<file path="src/rtl/dmem_bus_if.sv">
// rtl/dmem_bus_if.sv - MEM-stage to req/ack data bus bridge with stall generation and watchdog
module dmem_bus_if #(
    parameter int unsigned TIMEOUT = 255,
    parameter int unsigned TO_W    = 8
) (
    input  logic        clk,
    input  logic        rst,
    input  logic        mem_ce_i,
    input  logic        mem_we_i,
    input  logic [31:0] mem_addr_i,
    input  logic [3:0]  mem_sel_i,
    input  logic [31:0] mem_data_i,
    input  logic        stall_i,
    input  logic        flush_i,
    output logic [31:0] mem_data_o,
    output logic        stallreq_o,
    output logic        bus_err_o,
    output logic        bus_cyc_o,
    output logic        bus_stb_o,
    output logic        bus_we_o,
    output logic [31:0] bus_adr_o,
    output logic [3:0]  bus_sel_o,
    output logic [31:0] bus_dat_o,
    input  logic [31:0] bus_dat_i,
    input  logic        bus_ack_i
);

    typedef enum logic [1:0] {
        S_IDLE = 2'd0,
        S_BUSY = 2'd1,
        S_HOLD = 2'd2
    } state_t;

    typedef struct packed {
        logic        we;
        logic [31:0] adr;
        logic [3:0]  sel;
        logic [31:0] dat;
    } beat_t;

    localparam logic [TO_W-1:0] CNT_LAST = TO_W'(TIMEOUT - 1);

    state_t          state_q;
    beat_t           beat_q;
    logic            cyc_q;
    logic            err_q;
    logic [31:0]     rd_buf_q;
    logic [TO_W-1:0] cnt_q;
    logic [TO_W-1:0] cnt_d;
    beat_t           beat_d;

    assign cnt_d  = cnt_q + TO_W'(1);
    assign beat_d = '{we: mem_we_i, adr: mem_addr_i, sel: mem_sel_i, dat: mem_data_i};

    // Flush dominates every state; bus fields are zeroed whenever the cycle ends.
    always_ff @(posedge clk) begin
        if (rst) begin
            state_q  <= S_IDLE;
            beat_q   <= '0;
            cyc_q    <= 1'b0;
            err_q    <= 1'b0;
            rd_buf_q <= '0;
            cnt_q    <= '0;
        end else begin
            err_q <= 1'b0;
            if (flush_i) begin
                state_q  <= S_IDLE;
                beat_q   <= '0;
                cyc_q    <= 1'b0;
                rd_buf_q <= '0;
            end else begin
                case (state_q)
                    S_IDLE: begin
                        if (mem_ce_i) begin
                            beat_q  <= beat_d;
                            cyc_q   <= 1'b1;
                            cnt_q   <= '0;
                            state_q <= S_BUSY;
                        end
                    end
                    S_BUSY: begin
                        if (bus_ack_i) begin
                            beat_q   <= '0;
                            cyc_q    <= 1'b0;
                            rd_buf_q <= beat_q.we ? 32'h0 : bus_dat_i;
                            state_q  <= stall_i ? S_HOLD : S_IDLE;
                        end else if (cnt_q == CNT_LAST) begin
                            beat_q   <= '0;
                            cyc_q    <= 1'b0;
                            err_q    <= 1'b1;
                            rd_buf_q <= '0;
                            state_q  <= S_IDLE;
                        end else begin
                            cnt_q <= cnt_d;
                        end
                    end
                    S_HOLD: begin
                        if (!stall_i) begin
                            state_q <= S_IDLE;
                        end
                    end
                    default: state_q <= S_IDLE;
                endcase
            end
        end
    end

    // Ack cycle bypasses bus data straight to the MEM stage so it completes this cycle.
    always_comb begin
        stallreq_o = 1'b0;
        mem_data_o = '0;
        if (!rst && !flush_i) begin
            case (state_q)
                S_IDLE: stallreq_o = mem_ce_i;
                S_BUSY: begin
                    if (bus_ack_i) begin
                        mem_data_o = beat_q.we ? 32'h0 : bus_dat_i;
                    end else begin
                        stallreq_o = 1'b1;
                    end
                end
                S_HOLD: mem_data_o = rd_buf_q;
                default: begin
                    stallreq_o = 1'b0;
                    mem_data_o = '0;
                end
            endcase
        end
    end

    assign bus_cyc_o = cyc_q;
    assign bus_stb_o = cyc_q;
    assign bus_we_o  = beat_q.we;
    assign bus_adr_o = beat_q.adr;
    assign bus_sel_o = beat_q.sel;
    assign bus_dat_o = beat_q.dat;
    assign bus_err_o = err_q;

endmodule

</file>
<file path="config.mk">
export PLATFORM = sky130hd
export DESIGN_NAME = dmem_bus_if
export DESIGN_NICKNAME = d
export VERILOG_FILES = /design/src/rtl/dmem_bus_if.sv
export SDC_FILE = /design/constraint.sdc
export NUM_CORES = 1
export LEC_CHECK = 0
export ABC_AREA = 1
export BUFFER_PORTS_ARGS = -buffer_cell sky130_fd_sc_hd__buf_2
export CAP_MARGIN = 30
export CORE_MARGIN = 1
export CORE_UTILIZATION = 35
export DETAILED_ROUTE_END_ITERATION = 16
export PLACE_DENSITY_LB_ADDON = 0.05
export SYNTH_ARGS = -nofsm -noshare
export SYNTH_HDL_FRONTEND = slang
export SYNTH_SLANG_ARGS = --single-unit
</file>
<file path="constraint.sdc">
create_clock -name clk -period 1.5 [get_ports clk]
set_input_delay 0.15 -clock clk [delete_from_list [all_inputs] [get_ports clk]]
set_output_delay 0.15 -clock clk [all_outputs]
set_load 0.02 [all_outputs]
</file>
==> results of run 1 <==
kinds of logic (layout without fill, tap and decap cells):
group	after synthesis	in the layout
AOI/OAI and AO/OA	150	150
adders and majority gates	6	6
buffers and inverters	61	448
DFF	113	113
and+or+nand+nor	300	302
cells in the mapped netlist (3+ instances only):
cell	n
inv_1	16
nor2_2	3
buf_2	5
o21ai_0	4
nand2_1	236
dfxtp_1	113
inv_2	3
ha_1	6
buf_6	7
nand2_2	3
buf_1	6
buf_4	6
clkbuf_1	18
a21oi_1	144
nor2_1	14
nand3_1	37
power by group:
group | switching, W | internal [W]
Combinational | 0.000910 | 0.000875
Sequential | 0.0000647 | 0.00308
Clock | 0.00148 | 0.00319
worst max-delay path, stage by stage (launching register included):
cell     delay, ns
dfxtp_2       0.33
inv_4         0.07
ha_4          0.14
nand2_4       0.05
nor2_4        0.16
buf_6         0.15
buf_16        0.14
nand2_2       0.08
a21oi_4       0.13
buf_6         0.14
layout make-up:
type / instances / area [um^2]
flip-flops and latches: 113 / 2260
multi-input cells: 458 / 3720
well taps: 172 / 215
repair buffers: 398 / 3610
clock buffers: 21 / 460
inverters: 19 / 85.1
fillers: 690 / 2210
clock inverters: 10 / 206
worst min path at each step:
| stage | from | to | slack [ns] | depth (start not counted) |
|---|---|---|---|---|
| floorplan | rst | cnt_q[1]$_SDFFE_PP0P_ | 0.22 | 1 |
| global placement | mem_data_i[23] | bus_dat_o[23]$_SDFFE_PN0P_ | 0.40 | 3 |
| detailed placement | mem_sel_i[3] | bus_sel_o[3]$_SDFFE_PN0P_ | 0.41 | 3 |
| CTS | bus_dat_i[0] | rd_buf_q[0]$_SDFFE_PN0P_ | 0.01 | 3 |
| global route | bus_dat_i[1] | rd_buf_q[1]$_SDFFE_PN0P_ | 0.03 | 3 |
| finish | bus_dat_i[1] | rd_buf_q[1]$_SDFFE_PN0P_ | 0.03 | 3 |
registers in the layout, indices dropped and copies added (netlist names):
signal and count:
bus_err_o 1, cnt_q 8, bus_we_o 1, bus_dat_o 32, state_q 2, rd_buf_q 32
bus_cyc_o 1, bus_adr_o 32, bus_sel_o 4
stage by stage:
stage	setup slack (ns)	instance area, um^2	std cells	hold WS [ns]	setup TNS, ns
after floorplan	0.00403	4980	630	0.219	0
after global placement	-0.0889	6600	1031	0.403	-2.00
after detailed placement	-0.131	6600	1031	0.408	-7.75
after CTS	-0.477	9450	1182	0.0117	-25.98
after global routing	-0.521	10600	1191	0.0304	-42.36
final	-0.459	10600	1191	0.0279	-33.80
metal layers:
metal	part of all wire, %	routed length [um]	up-vias
li1	-	-	2823
met2	53	11700	275
met5	0	0	-
met4	3.7	832	0
met1	39	8640	2933
met3	5.1	1140	67
timing repair:
action                                 4_1_cts  5_1_grt
endpoints found under the hold margin       69        0
setup endpoints to repair                  132      145
setup buffers                               31       16
cloned                                      23        7
pin swaps                                   24       76
hold buffers                                69        0
gates resized for setup                    171      313
==> results.toml, run 1 <==
[detailed_routing]
route.detailed.drc = 0
vias = 6098
dr.pass1.iters = 5
ant_nets = 0
wl_per_cell_um = 18.8
routed_wl_um = 22400
avgViaCountPerCell = 5.12
drt-initial-drc-count = 304

[finish]
layout_common_cells = "178 x buf_2, 111 x dfxtp_1, 87 x nand2_1"
nets = 1120
layout_commonest_cell = "buf_2"
postLayoutCoreUtil_pct = 82.7
diodes = 0
syn2layout_area_growth_pct = 128
drive_gt1_share_pct = 65.0

[sta]
timing.final.ws_setup_ns = -0.459
rsz0062_at_grt = "yes"
drv_slew = 0
clock.fmax_mhz = 510
finalSetupViolations = 129
fin_crit_sh_pct = 131
finalHoldViolCount = 0
min_period_ns = 1.96
skew_ns = 0.0150
worst_pin_slew_ns = 0.736
relSlewSlack_pct = 51.0

[synth]
syn_area_per_cell_um2 = 7.35
yosys_warnings = 0
synthSimpleGateAreaFrac_pct = 26.6
synthArstFlopShare_pct = 0
synthAdderAreaFrac_pct = 1.62
ys_seq_elements = 113
synth_top_area_share_pct = 48.8
syn_inst = 630
synth_edf_count = 0
ys.flop_type = "dfxtp_1"
syn_nets = 743
synth-xor-area-share_pct = 0
muxShareOfSynthArea_pct = 0
synth-compound-area-share_pct = 16.3
synth_seq_area_share_pct = 48.8
yosysTopAreaCell = "dfxtp_1"
synth.area.top_cells = "dfxtp_1 49%, nand2_1 19%, a21oi_1 16%"
syn-cell-area_um2 = 4630
netlist-cell-type-count = 23
synth_top_family_by_area = "simple AND/OR/NAND/NOR gates"

[run_status]
outcome = "finished with violations"
violations = "setup timing"

[clock_tree]
h-tree-depth = 4
numCtsBuffers = 17
clock_path_buffers = 2
root_buffer = "clkbuf_16"
clk-insertion-delay-late_ns = 0.42
tritoncts = "done"
path_clk_slew_ns = 0.05
cts_sinks = 113

[setup_path]
rrSetupSlack_ns = -0.34
worstPathArrival_ns = 1.81
crit_end = "mem_data_o[30]"
path_max_fanout = 8
r2r_cells = 13
r2r_end = "bus_sel_o[1]$_SDFFE_PN0P_"
criticalPathCategory = "flip-flop to primary output"
startpoint = "state_q[1]$_SDFFE_PN0P_"
r2r-start = "state_q[1]$_SDFFE_PN0P_"
worstSetupEndpointType = "primary output"
critPathLaunchType = "flip-flop"
cp.required_ns = 1.35

[grt]
overflow = 0
use_met3_pct = 5.82
use_met1_pct = 30.8
grt_pass1_vias = 5759
grt_usage_pct = 27.5
antenna_found_initial = 0
use_met2_pct = 50.2
grt_pass1_wl_um = 28500
grt_start_max_net_pins = 105
busiest_layer = "met2"

[floorplanning]
die_h_um = 117
die_area_um2 = 13700
die_x_um = 117
start_util_pct = 36.3
io_pins = 212
coreArea_um2 = 12800
rows = 41

[placement]
post-dp-hpwl_um = 9500
globalplace.congestion = 0.777
port_buffers = 211

[power_and_ir_drop]
power_leakage_nw = 4.52
power_w = 0.00960
power_density_nw_per_um2 = 909
peakVddDrop_uv = 698

[flow_run]
maxCapViolCount = 0

[worst_hold_path]
hp-class = "primary input to flip-flop"
(Power assumes the default switching activity.)
==> inputs of run 2 (changes only) <==
==> constraint.sdc (replaced) <==
create_clock -name clk -period 1.5 [get_ports clk]
set_input_delay 0.225 -clock clk [delete_from_list [all_inputs] [get_ports clk]]
set_output_delay 0.225 -clock clk [all_outputs]
set_load 0.02 [all_outputs]
==> run 2 against run 1 <==
The flow still finishes with violations (setup timing); power down 11%; clock skew down 0.0064 ns; final cell count down 5.0%; sequential power about the same; register-to-register slack better by 0.10 ns; non-clock buffer count down 60; via count down 8.3%; utilization down 8.5 points; sequential share of layout area up 2.5 points; combinational power down 15%; fmax down 4.7%; worst hold slack better by 0.027 ns; critical path type unchanged; largest cell class unchanged.
==> results.toml, run 2 (synthesized netlist as in run 1, its figures left out) <==
[setup_path]
critPathLaunchType = "flip-flop"
path_common_cell = "buf_6"
crit_chain = "inv_4 > ha_4 > nand2_4 > nor2_4 > buf_6 > clkbuf_16 > nand2_2 > a21oi_4 > buf_6"
path_max_fanout = 8
worstSetupEndpointType = "primary output"
cp.required_ns = 1.27
r2r_end = "bus_dat_o[23]$_SDFFE_PN0P_"
path_buf_inv = 4
worstPathArrival_ns = 1.83
critical-path-max-stage-delay_ns = 0.33
criticalPathCategory = "flip-flop to primary output"
r2r_cells = 13
r2r-start = "state_q[1]$_SDFFE_PN0P_"
rrSetupSlack_ns = -0.24
critPathTopFamily = "buffers and inverters"
cp_slowest_cell = "dfxtp_2"

[sta]
clock.fmax_mhz = 486
timing.final.ws_setup_ns = -0.556
relSlewSlack_pct = 77.2
rsz0062_at_grt = "yes"
skew_ns = 0.00857
worst_pin_slew_ns = 0.342
min_period_ns = 2.06
drv_slew = 0
finalSetupViolations = 144
finalHoldViolCount = 0
fin_crit_sh_pct = 137

[finish]
syn2layout_area_growth_pct = 104
multi_input_area_um2 = 3370
layout_commonest_cell = "buf_2"
drive_gt1_share_pct = 64.6
layout_common_cells = "178 x buf_2, 121 x nand2_1, 111 x dfxtp_1"
nets = 1059
regArea_um2 = 2260
fillCellCount = 935
final_cell_area_um2 = 9470

[clock_tree]
root_buffer = "clkbuf_16"
numCtsBuffers = 17
h-tree-depth = 4
cts_sinks = 113
hold_buffers = 0
clk-insertion-delay-late_ns = 0.41
tritoncts = "done"
clock_path_buffers = 2
path_clk_slew_ns = 0.05

[grt]
grt_usage_pct = 25.2
overflow = 0
antenna_found_initial = 0
grt_pass1_wl_um = 26100
grt_start_max_net_pins = 35
grt_pass1_vias = 5295

[run_status]
violations = "setup timing"
outcome = "finished with violations"

[power_and_ir_drop]
peakVddDrop_uv = 761
power_w = 0.00852
power_density_nw_per_um2 = 900
power_leakage_nw = 3.92

[detailed_routing]
vias = 5593
dr.pass1.iters = 4
route.detailed.drc = 0
ant_nets = 0
wl_per_cell_um = 16.1
drt-initial-drc-count = 215
routed_wl_um = 18200
avgViaCountPerCell = 4.95

[worst_hold_path]
min_to = "bus_dat_o[3]$_SDFFE_PN0P_"
hold_depth = 3
hold_start = "mem_data_i[3]"
hp-class = "primary input to flip-flop"

[floorplanning]
rows = 41
die_h_um = 117
io_pins = 212
start_util_pct = 36.3
coreArea_um2 = 12800
die_x_um = 117
die_area_um2 = 13700

[placement]
post_dp_cell_area_um2 = 6670
port_buffers = 211
globalplace.congestion = 0.782
post-dp-hpwl_um = 9560

[flow_run]
maxCapViolCount = 0
-- run 2: cell types whose count changed in the layout (fill, tap and decap cells not counted), sizes merged --
cell	previous run	this run
bufinv	6	2
buf	323	335
diode	0	1
nand2	243	242
clkinv	4	5
dlygate4sd3	69	0
clkinvlp	1	0
clkbuf	27	28
-- run 2: how the worst max path moves through the flow --
stage / end / depth (start not counted) / from / slack [ns]
after floorplan: mem_data_o[10] / 7 / state_q[1]$_SDFFE_PN0P_ / -0.06
after global placement: mem_data_o[31] / 8 / state_q[1]$_SDFFE_PN0P_ / -0.15
after detailed placement: mem_data_o[31] / 8 / state_q[1]$_SDFFE_PN0P_ / -0.17
after CTS: mem_data_o[26] / 10 / state_q[1]$_SDFFE_PN0P_ / -0.55
after global routing: mem_data_o[27] / 9 / state_q[1]$_SDFFE_PN0P_ / -0.63
final: mem_data_o[21] / 9 / state_q[1]$_SDFFE_PN0P_ / -0.56
-- run 2: worst reg2reg max path: stages (launching register included) --
cell and delay, ns:
dfxtp_2 0.35, inv_4 0.05, ha_4 0.16, buf_4 0.15
inv_4 0.07, nor2_4 0.04, buf_6 0.12, nand2_8 0.08
nand2_8 0.08, buf_12 0.15, buf_12 0.13, buf_16 0.13
nand2_2 0.05, a21oi_1 0.05
-- run 2: what timing repair did --
action / CTS / global route
gates resized for setup: 268 / 113
pin swaps: 41 / 54
setup buffers: 36 / 9
setup endpoints to repair: 110 / 145
cloned: 21 / 4
-- run 2: routing by layer --
metal	up-vias	wire length (um)	global-route usage (%)
met3	44	978	6.49
met4	0	527	11.4
met2	193	9230	42.7
met1	2648	7490	30.1
li1	2708	-	-
met5	-	0	0
-- run 2: area by class of cell --
| cell class | count | share of cell area [%] |
|---|---|---|
| inverters | 19 | 0.899 |
| flip-flops and latches | 113 | 23.9 |
| well taps | 172 | 2.27 |
| diodes | 1 | 0.0264 |
| repair buffers | 338 | 31.3 |
| clock buffers | 25 | 5.13 |
| multi-input cells | 457 | 35.6 |
| clock inverters | 6 | 0.846 |
-- run 2: power breakdown --
part           switching (W)  leakage [nW]  internal, W
Clock                0.00131         0.281      0.00255
Sequential         0.0000500         0.917      0.00308
Combinational       0.000777          2.73     0.000757
Total                0.00214          3.92      0.00639
-- run 2: through the flow --
step	util [%]	worst slack [ns]	hold WS, ns	cells	setup TNS, ns
finish	74.1	-0.556	0.0550	1131	-33.22
global route	74.1	-0.635	0.0408	1130	-43.05
CTS	70.4	-0.552	0.0384	1124	-35.56
detailed placement	52.2	-0.166	0.448	1037	-6.40
global placement	52.2	-0.146	0.445	1037	-3.82
floorplan	-	-0.0624	0.294	630	-1.55
